--- config.mk ---
export PLATFORM = sky130hd
export DESIGN_NAME = eth_header_inserter
export DESIGN_NICKNAME = d
export VERILOG_FILES = /design/src/rtl/eth_pkg.sv /design/src/rtl/axis_out_reg.sv /design/src/rtl/eth_header_inserter.sv
export SDC_FILE = /design/constraint.sdc
export NUM_CORES = 1
export LEC_CHECK = 0
export BUFFER_PORTS_ARGS = -buffer_cell sky130_fd_sc_hd__buf_2
export CAP_MARGIN = 25
export CORE_MARGIN = 2
export CORE_UTILIZATION = 50
export DETAILED_ROUTE_END_ITERATION = 16
export GPL_ROUTABILITY_DRIVEN = 0
export PLACE_DENSITY = 0.77
export SKIP_CTS_REPAIR_TIMING = 1
export SYNTH_ARGS = -nofsm -noshare
export SYNTH_HDL_FRONTEND = slang
export SYNTH_HIERARCHICAL = 1
export SYNTH_SLANG_ARGS = --single-unit
--- constraint.sdc ---
create_clock -name clk -period 2.85 [get_ports clk]
set_input_delay 0.855 -clock clk [delete_from_list [all_inputs] [get_ports clk]]
set_output_delay 0.855 -clock clk [all_outputs]
set_load 0.005 [all_outputs]
--- src/rtl/eth_pkg.sv ---
// Shared definitions for the Ethernet header insertion path.
package eth_pkg;

   localparam int unsigned ETH_HDR_BYTES  = 14;
   localparam logic [15:0] ETHERTYPE_IPV4 = 16'h0800;

   typedef enum logic [2:0] {
      ST_IDLE,
      ST_HDR1,
      ST_HDR2,
      ST_DATA,
      ST_TAIL
   } state_t;

   function automatic logic [2:0] keep2cnt(input logic [3:0] keep);
      keep2cnt = 3'(keep[3]) + 3'(keep[2]) + 3'(keep[1]) + 3'(keep[0]);
   endfunction

endpackage

--- src/rtl/axis_out_reg.sv ---
// One-beat AXI-Stream output register; loads only when empty or being drained.
module axis_out_reg (
   input  logic        clk,
   input  logic        reset,
   input  logic        load,
   input  logic [31:0] d_data,
   input  logic [3:0]  d_keep,
   input  logic        d_last,
   output logic        free,
   output logic [31:0] m_tdata,
   output logic [3:0]  m_tkeep,
   output logic        m_tlast,
   output logic        m_tvalid,
   input  logic        m_tready
);

   assign free = !m_tvalid | m_tready;

   always_ff @(posedge clk) begin
      if (reset) begin
         m_tvalid <= 1'b0;
         m_tdata  <= '0;
         m_tkeep  <= '0;
         m_tlast  <= 1'b0;
      end else if (free) begin
         m_tvalid <= load;
         if (load) begin
            m_tdata <= d_data;
            m_tkeep <= d_keep;
            m_tlast <= d_last;
         end
      end
   end

endmodule

--- src/rtl/eth_header_inserter.sv ---
// Prepends the 14-byte Ethernet II header to an IPv4 packet stream,
// shifting every payload byte by two lanes behind the header.
module eth_header_inserter
   import eth_pkg::*;
#(
   parameter logic [15:0] ETHERTYPE = ETHERTYPE_IPV4
) (
   input  logic        clk,
   input  logic        reset,
   input  logic [47:0] mac_dest,
   input  logic [47:0] mac_src,
   input  logic [31:0] s_tdata,
   input  logic [3:0]  s_tkeep,
   input  logic        s_tlast,
   input  logic        s_tvalid,
   output logic        s_tready,
   output logic [31:0] m_tdata,
   output logic [3:0]  m_tkeep,
   output logic        m_tlast,
   output logic        m_tvalid,
   input  logic        m_tready
);

   state_t      state, state_nxt;
   logic        free;
   logic        load;
   logic [31:0] ld_data;
   logic [3:0]  ld_keep;
   logic        ld_last;
   logic [15:0] dest_lo;
   logic [47:0] src_q;
   logic [15:0] residue;
   logic [1:0]  res_keep;
   logic        accept;
   logic        short_last;

   assign accept     = s_tvalid & s_tready;
   assign short_last = keep2cnt(s_tkeep) <= 3'd2;

   always_ff @(posedge clk) begin
      if (reset) state <= ST_IDLE;
      else       state <= state_nxt;
   end

   always_comb begin
      state_nxt = state;
      case (state)
         ST_IDLE: if (s_tvalid & free) state_nxt = ST_HDR1;
         ST_HDR1: if (free) state_nxt = ST_HDR2;
         ST_HDR2: if (free) state_nxt = ST_DATA;
         ST_DATA: if (accept & s_tlast) state_nxt = short_last ? ST_IDLE : ST_TAIL;
         ST_TAIL: if (free) state_nxt = ST_IDLE;
         default: state_nxt = ST_IDLE;
      endcase
   end

   // Beat 0 comes straight from the sideband; later header beats use the latched copy.
   always_comb begin
      load     = 1'b0;
      ld_data  = '0;
      ld_keep  = 4'b1111;
      ld_last  = 1'b0;
      s_tready = 1'b0;
      case (state)
         ST_IDLE: begin
            load    = s_tvalid & free;
            ld_data = mac_dest[47:16];
         end
         ST_HDR1: begin
            load    = free;
            ld_data = {dest_lo, src_q[47:32]};
         end
         ST_HDR2: begin
            load    = free;
            ld_data = src_q[31:0];
         end
         ST_DATA: begin
            s_tready = free;
            load     = accept;
            ld_data  = {residue, s_tdata[31:16]};
            if (s_tlast && short_last) begin
               ld_keep = {2'b11, s_tkeep[3:2]};
               ld_last = 1'b1;
            end
         end
         ST_TAIL: begin
            load    = free;
            ld_data = {residue, 16'h0000};
            ld_keep = {res_keep, 2'b00};
            ld_last = 1'b1;
         end
         default: ;
      endcase
   end

   always_ff @(posedge clk) begin
      if (reset) begin
         dest_lo  <= '0;
         src_q    <= '0;
         residue  <= '0;
         res_keep <= '0;
      end else begin
         if (state == ST_IDLE && load) begin
            dest_lo <= mac_dest[15:0];
            src_q   <= mac_src;
         end
         if (state == ST_HDR2 && load) begin
            residue  <= ETHERTYPE;
            res_keep <= 2'b11;
         end
         if (state == ST_DATA && accept) begin
            residue <= s_tdata[15:0];
            if (s_tlast && !short_last) res_keep <= s_tkeep[1:0];
         end
      end
   end

   axis_out_reg u_out (
      .clk      (clk),
      .reset    (reset),
      .load     (load),
      .d_data   (ld_data),
      .d_keep   (ld_keep),
      .d_last   (ld_last),
      .free     (free),
      .m_tdata  (m_tdata),
      .m_tkeep  (m_tkeep),
      .m_tlast  (m_tlast),
      .m_tvalid (m_tvalid),
      .m_tready (m_tready)
   );

endmodule
==> impl_results.md <==
* Outcome: finished, final reports clean
* Slew HR at 0.521
* Std-Cell Rows at 40
* Die height at ~110 um
* Cells after synthesis at around 670
* Post-DP Area at 7030 um2
* Via count at roughly 5800
* HPWL Detailed at 11.9 mm
* GRT Overall Usage at 0.263
* Sink Count at around 120
* Via density at 6.00
* Final setup viols at 0
* Post-synth EDFFs at 0
* Hold depth at 2
* Min-delay src: src_q[2]
* Filler cells at 1016
* Largest net degree at the start of global routing at 76
* Req. time, crit path at 3.13 ns
* Total gr overflow at 0
* Async SR Flop Fraction at 0
* Post-synth net total at 813
* Crit path arrival time at around 2.8 ns
* H-tree depth at 4
* Commonest non-fill, non-tap cell in the layout: buf_2
* Worst R2R Setup Slack at about 0.75 ns
* Final WS setup at 0.317 ns
* Worst Hold Path EP: src_q[2]
* Ys flop type: dfxtp_1
* Clk_lat worst skew at approximately 0.41 ns
* Synth Cell Area at 6150 um2
* CP Max Fanout at 3
* PortBufs at around 180
* HP Class: reg -> reg
* Synth Area in Compound Gates at 0.260
* Critical-path top delay cell: fa_1
* CP cell instances: buf_2, fa_1, ha_1, ha_1, nor3b_1, o2111ai_1, o21a_1, nand3_1, a21oi_1
* Peak supply drop at 0.000397 V
* TritonRoute pass-1 iters at 5
* Worst flop-to-flop path startpoint: state[2]
* Syn avg cell area at between 9 and 10 um2
* Crit. End Element: register
* Die W at 115 um
* DRT iter0 DRCs at 652
* Startpoint Class: input pin
* Vias in the first global route at 5335
* Period utilisation layout at 0.889
* Post-synthesis sequential area ratio at 0.400
* Drt drc at 0
* CP dominant cell by count: ha_1
* Post-synthesis xor/xnor area fraction at 0.00142
* Clock transition at path regs at 0.06 ns
* Pleak at a little over 3 nW
* Max Clock Skew at approximately 0.010 ns
* Tot Pwr at approximately 5.3 mW
* Slew at the pin closest to its max-slew limit at approximately 0.7 ns
* WHS at approximately 0.48 ns
* Most frequent cells in the layout: 174 x buf_2, 120 x a21oi_1, 120 x dfxtp_1
* Combinational family with the most area after synthesis: compound AO/OA/AOI/OAI gates
* Unrepaired setup endpoints after global routing: no
* IO Pins at 176
* Library cells used by synthesis at 45
* Max Cap Viol at 0
* Root Driver: clkbuf_16
* Antenna viol nets, final at 0
* CP Class: in -> reg
* First-pass GRT wire length at around 27 mm
* Pins Over Slew Limit at 0
* Antenna violations before repair at 1
* WL/cell at 18.2 um
* Synthesis Warnings at 6
* Detailed-route wire length at ~18 mm
* Pre-CTS setup slack at -0.0834 ns
* Mux cell area share after synthesis at 0.118
* Die area at around 13000 um2
* TritonCTS clock tree: built
* Fmax at 395 MHz
* Reg2Reg Depth at 7
* Largest stage delay, worst path at approximately 0.49 ns
* Final Critical Period at between 2 and 3 ns
* Placeable Area at about 12000 um2
* Pwr dens at 691 nW/um2
* Final #Nets at 944
* Final instance area at approximately 7600 um2
* RR Endpoint: u_out/m_tdata[31]
* Simple-Gate Fraction of Synth Area at 0.145
* Number of synthesized register bits at between 100 and 150
* Area growth syn-to-layout at 24.2%
* Max clock buf depth at 2
* CTS Buf Count at 17
* Share of cells above drive strength 1 at 0.370
* Adder-cell share of the synthesized area at 0.00936
* Final hold vios at 0
* Initial core utilization at 0.512
critical path, delay by kind of cell:
family          cells  cell delay [ns]
fa+ha+maj           3             0.99
buf+inv             1             0.12
simple gates        2             0.35
compound gates      3             0.51
per-layer routing:
metal	GRT usage	part of all wire	vias to the layer above
li1	-	-	2738
met1	0.398	0.45	2713
met2	0.367	0.45	293
met3	0.0453	0.079	38
met4	0.118	0.028	0
met5	0	0	-
registers in the layout, indices dropped and copies added, names as in the netlist:
signal          flops
res_keep            2
u_out/m_tvalid      1
dest_lo            16
state               3
u_out/m_tdata      32
u_out/m_tkeep       4
residue            16
src_q              48
u_out/m_tlast       1
stage by stage:
stage / cells / util / setup TNS, ns
6_report: 964 / 0.636 / 0
5_1_grt: 964 / 0.636 / 0
4_1_cts: 963 / 0.636 / 0
3_5_place_dp: 931 / 0.585 / -0.165
3_3_place_gp: 931 / 0.585 / 0
2_1_floorplan: 672 / - / 0
cell families (layout without fill, tap and decap cells):
group,after synthesis,count (layout)
xor gates and xnor gates,1,1
DFF,123,123
and+or+nand+nor,160,160
other,0,1
AOI/OAI and AO/OA,264,264
muxes,34,34
buffers and inverters,86,230
adders and majority gates,4,4
layout make-up:
type | instances | area [um2] | area share
Inverter | 7 | 26.3 | 0.00344
Antenna cell | 1 | 2.50 | 0.000328
Tap cell | 147 | 184 | 0.0241
Multi-Input combinational cell | 463 | 3290 | 0.430
Timing Repair Buffer | 191 | 1060 | 0.139
Clock inverter | 13 | 168 | 0.0219
Clock buffer | 19 | 443 | 0.0580
Sequential cell | 123 | 2470 | 0.323
synthesized netlist by cell type, types with 4 or more instances:
cell type	instances	area, um2
inv_1	6	22.5
a22o_1	16	140
nor2_1	4	15.0
nand2_1	4	15.0
and2_1	16	100
buf_2	35	175
buf_4	5	37.5
o21ai_0	81	405
nand3_1	116	581
buf_1	4	15.0
a21oi_1	120	601
a21bo_2	36	360
clkbuf_1	32	120
mux4_2	31	698
dfxtp_1	123	2460
nand2b_1	4	25.0
report_power, final:
| group | switching (mW) | total (mW) | internal [mW] |
|---|---|---|---|
| Sequential | 0.107 | 1.99 | 1.88 |
| Combinational | 0.541 | 1.08 | 0.540 |
| Clock | 0.802 | 2.21 | 1.40 |
worst max-delay path by stage:
stage / startpoint / end / slack (ns) / cells after the start
detailed placement: s_tkeep[0] / u_out/m_tkeep[1] / -0.08 / 9
CTS: s_tkeep[0] / u_out/m_tkeep[1] / 0.34 / 9
floorplan: s_tkeep[0] / res_keep[0] / 0.19 / 6
global route: s_tkeep[0] / u_out/m_tkeep[1] / 0.17 / 9
finish: s_tkeep[0] / u_out/m_tkeep[1] / 0.32 / 9
global placement: s_tkeep[0] / res_keep[0] / 0.03 / 7
Note: power is estimated with default switching activity, not from simulation.
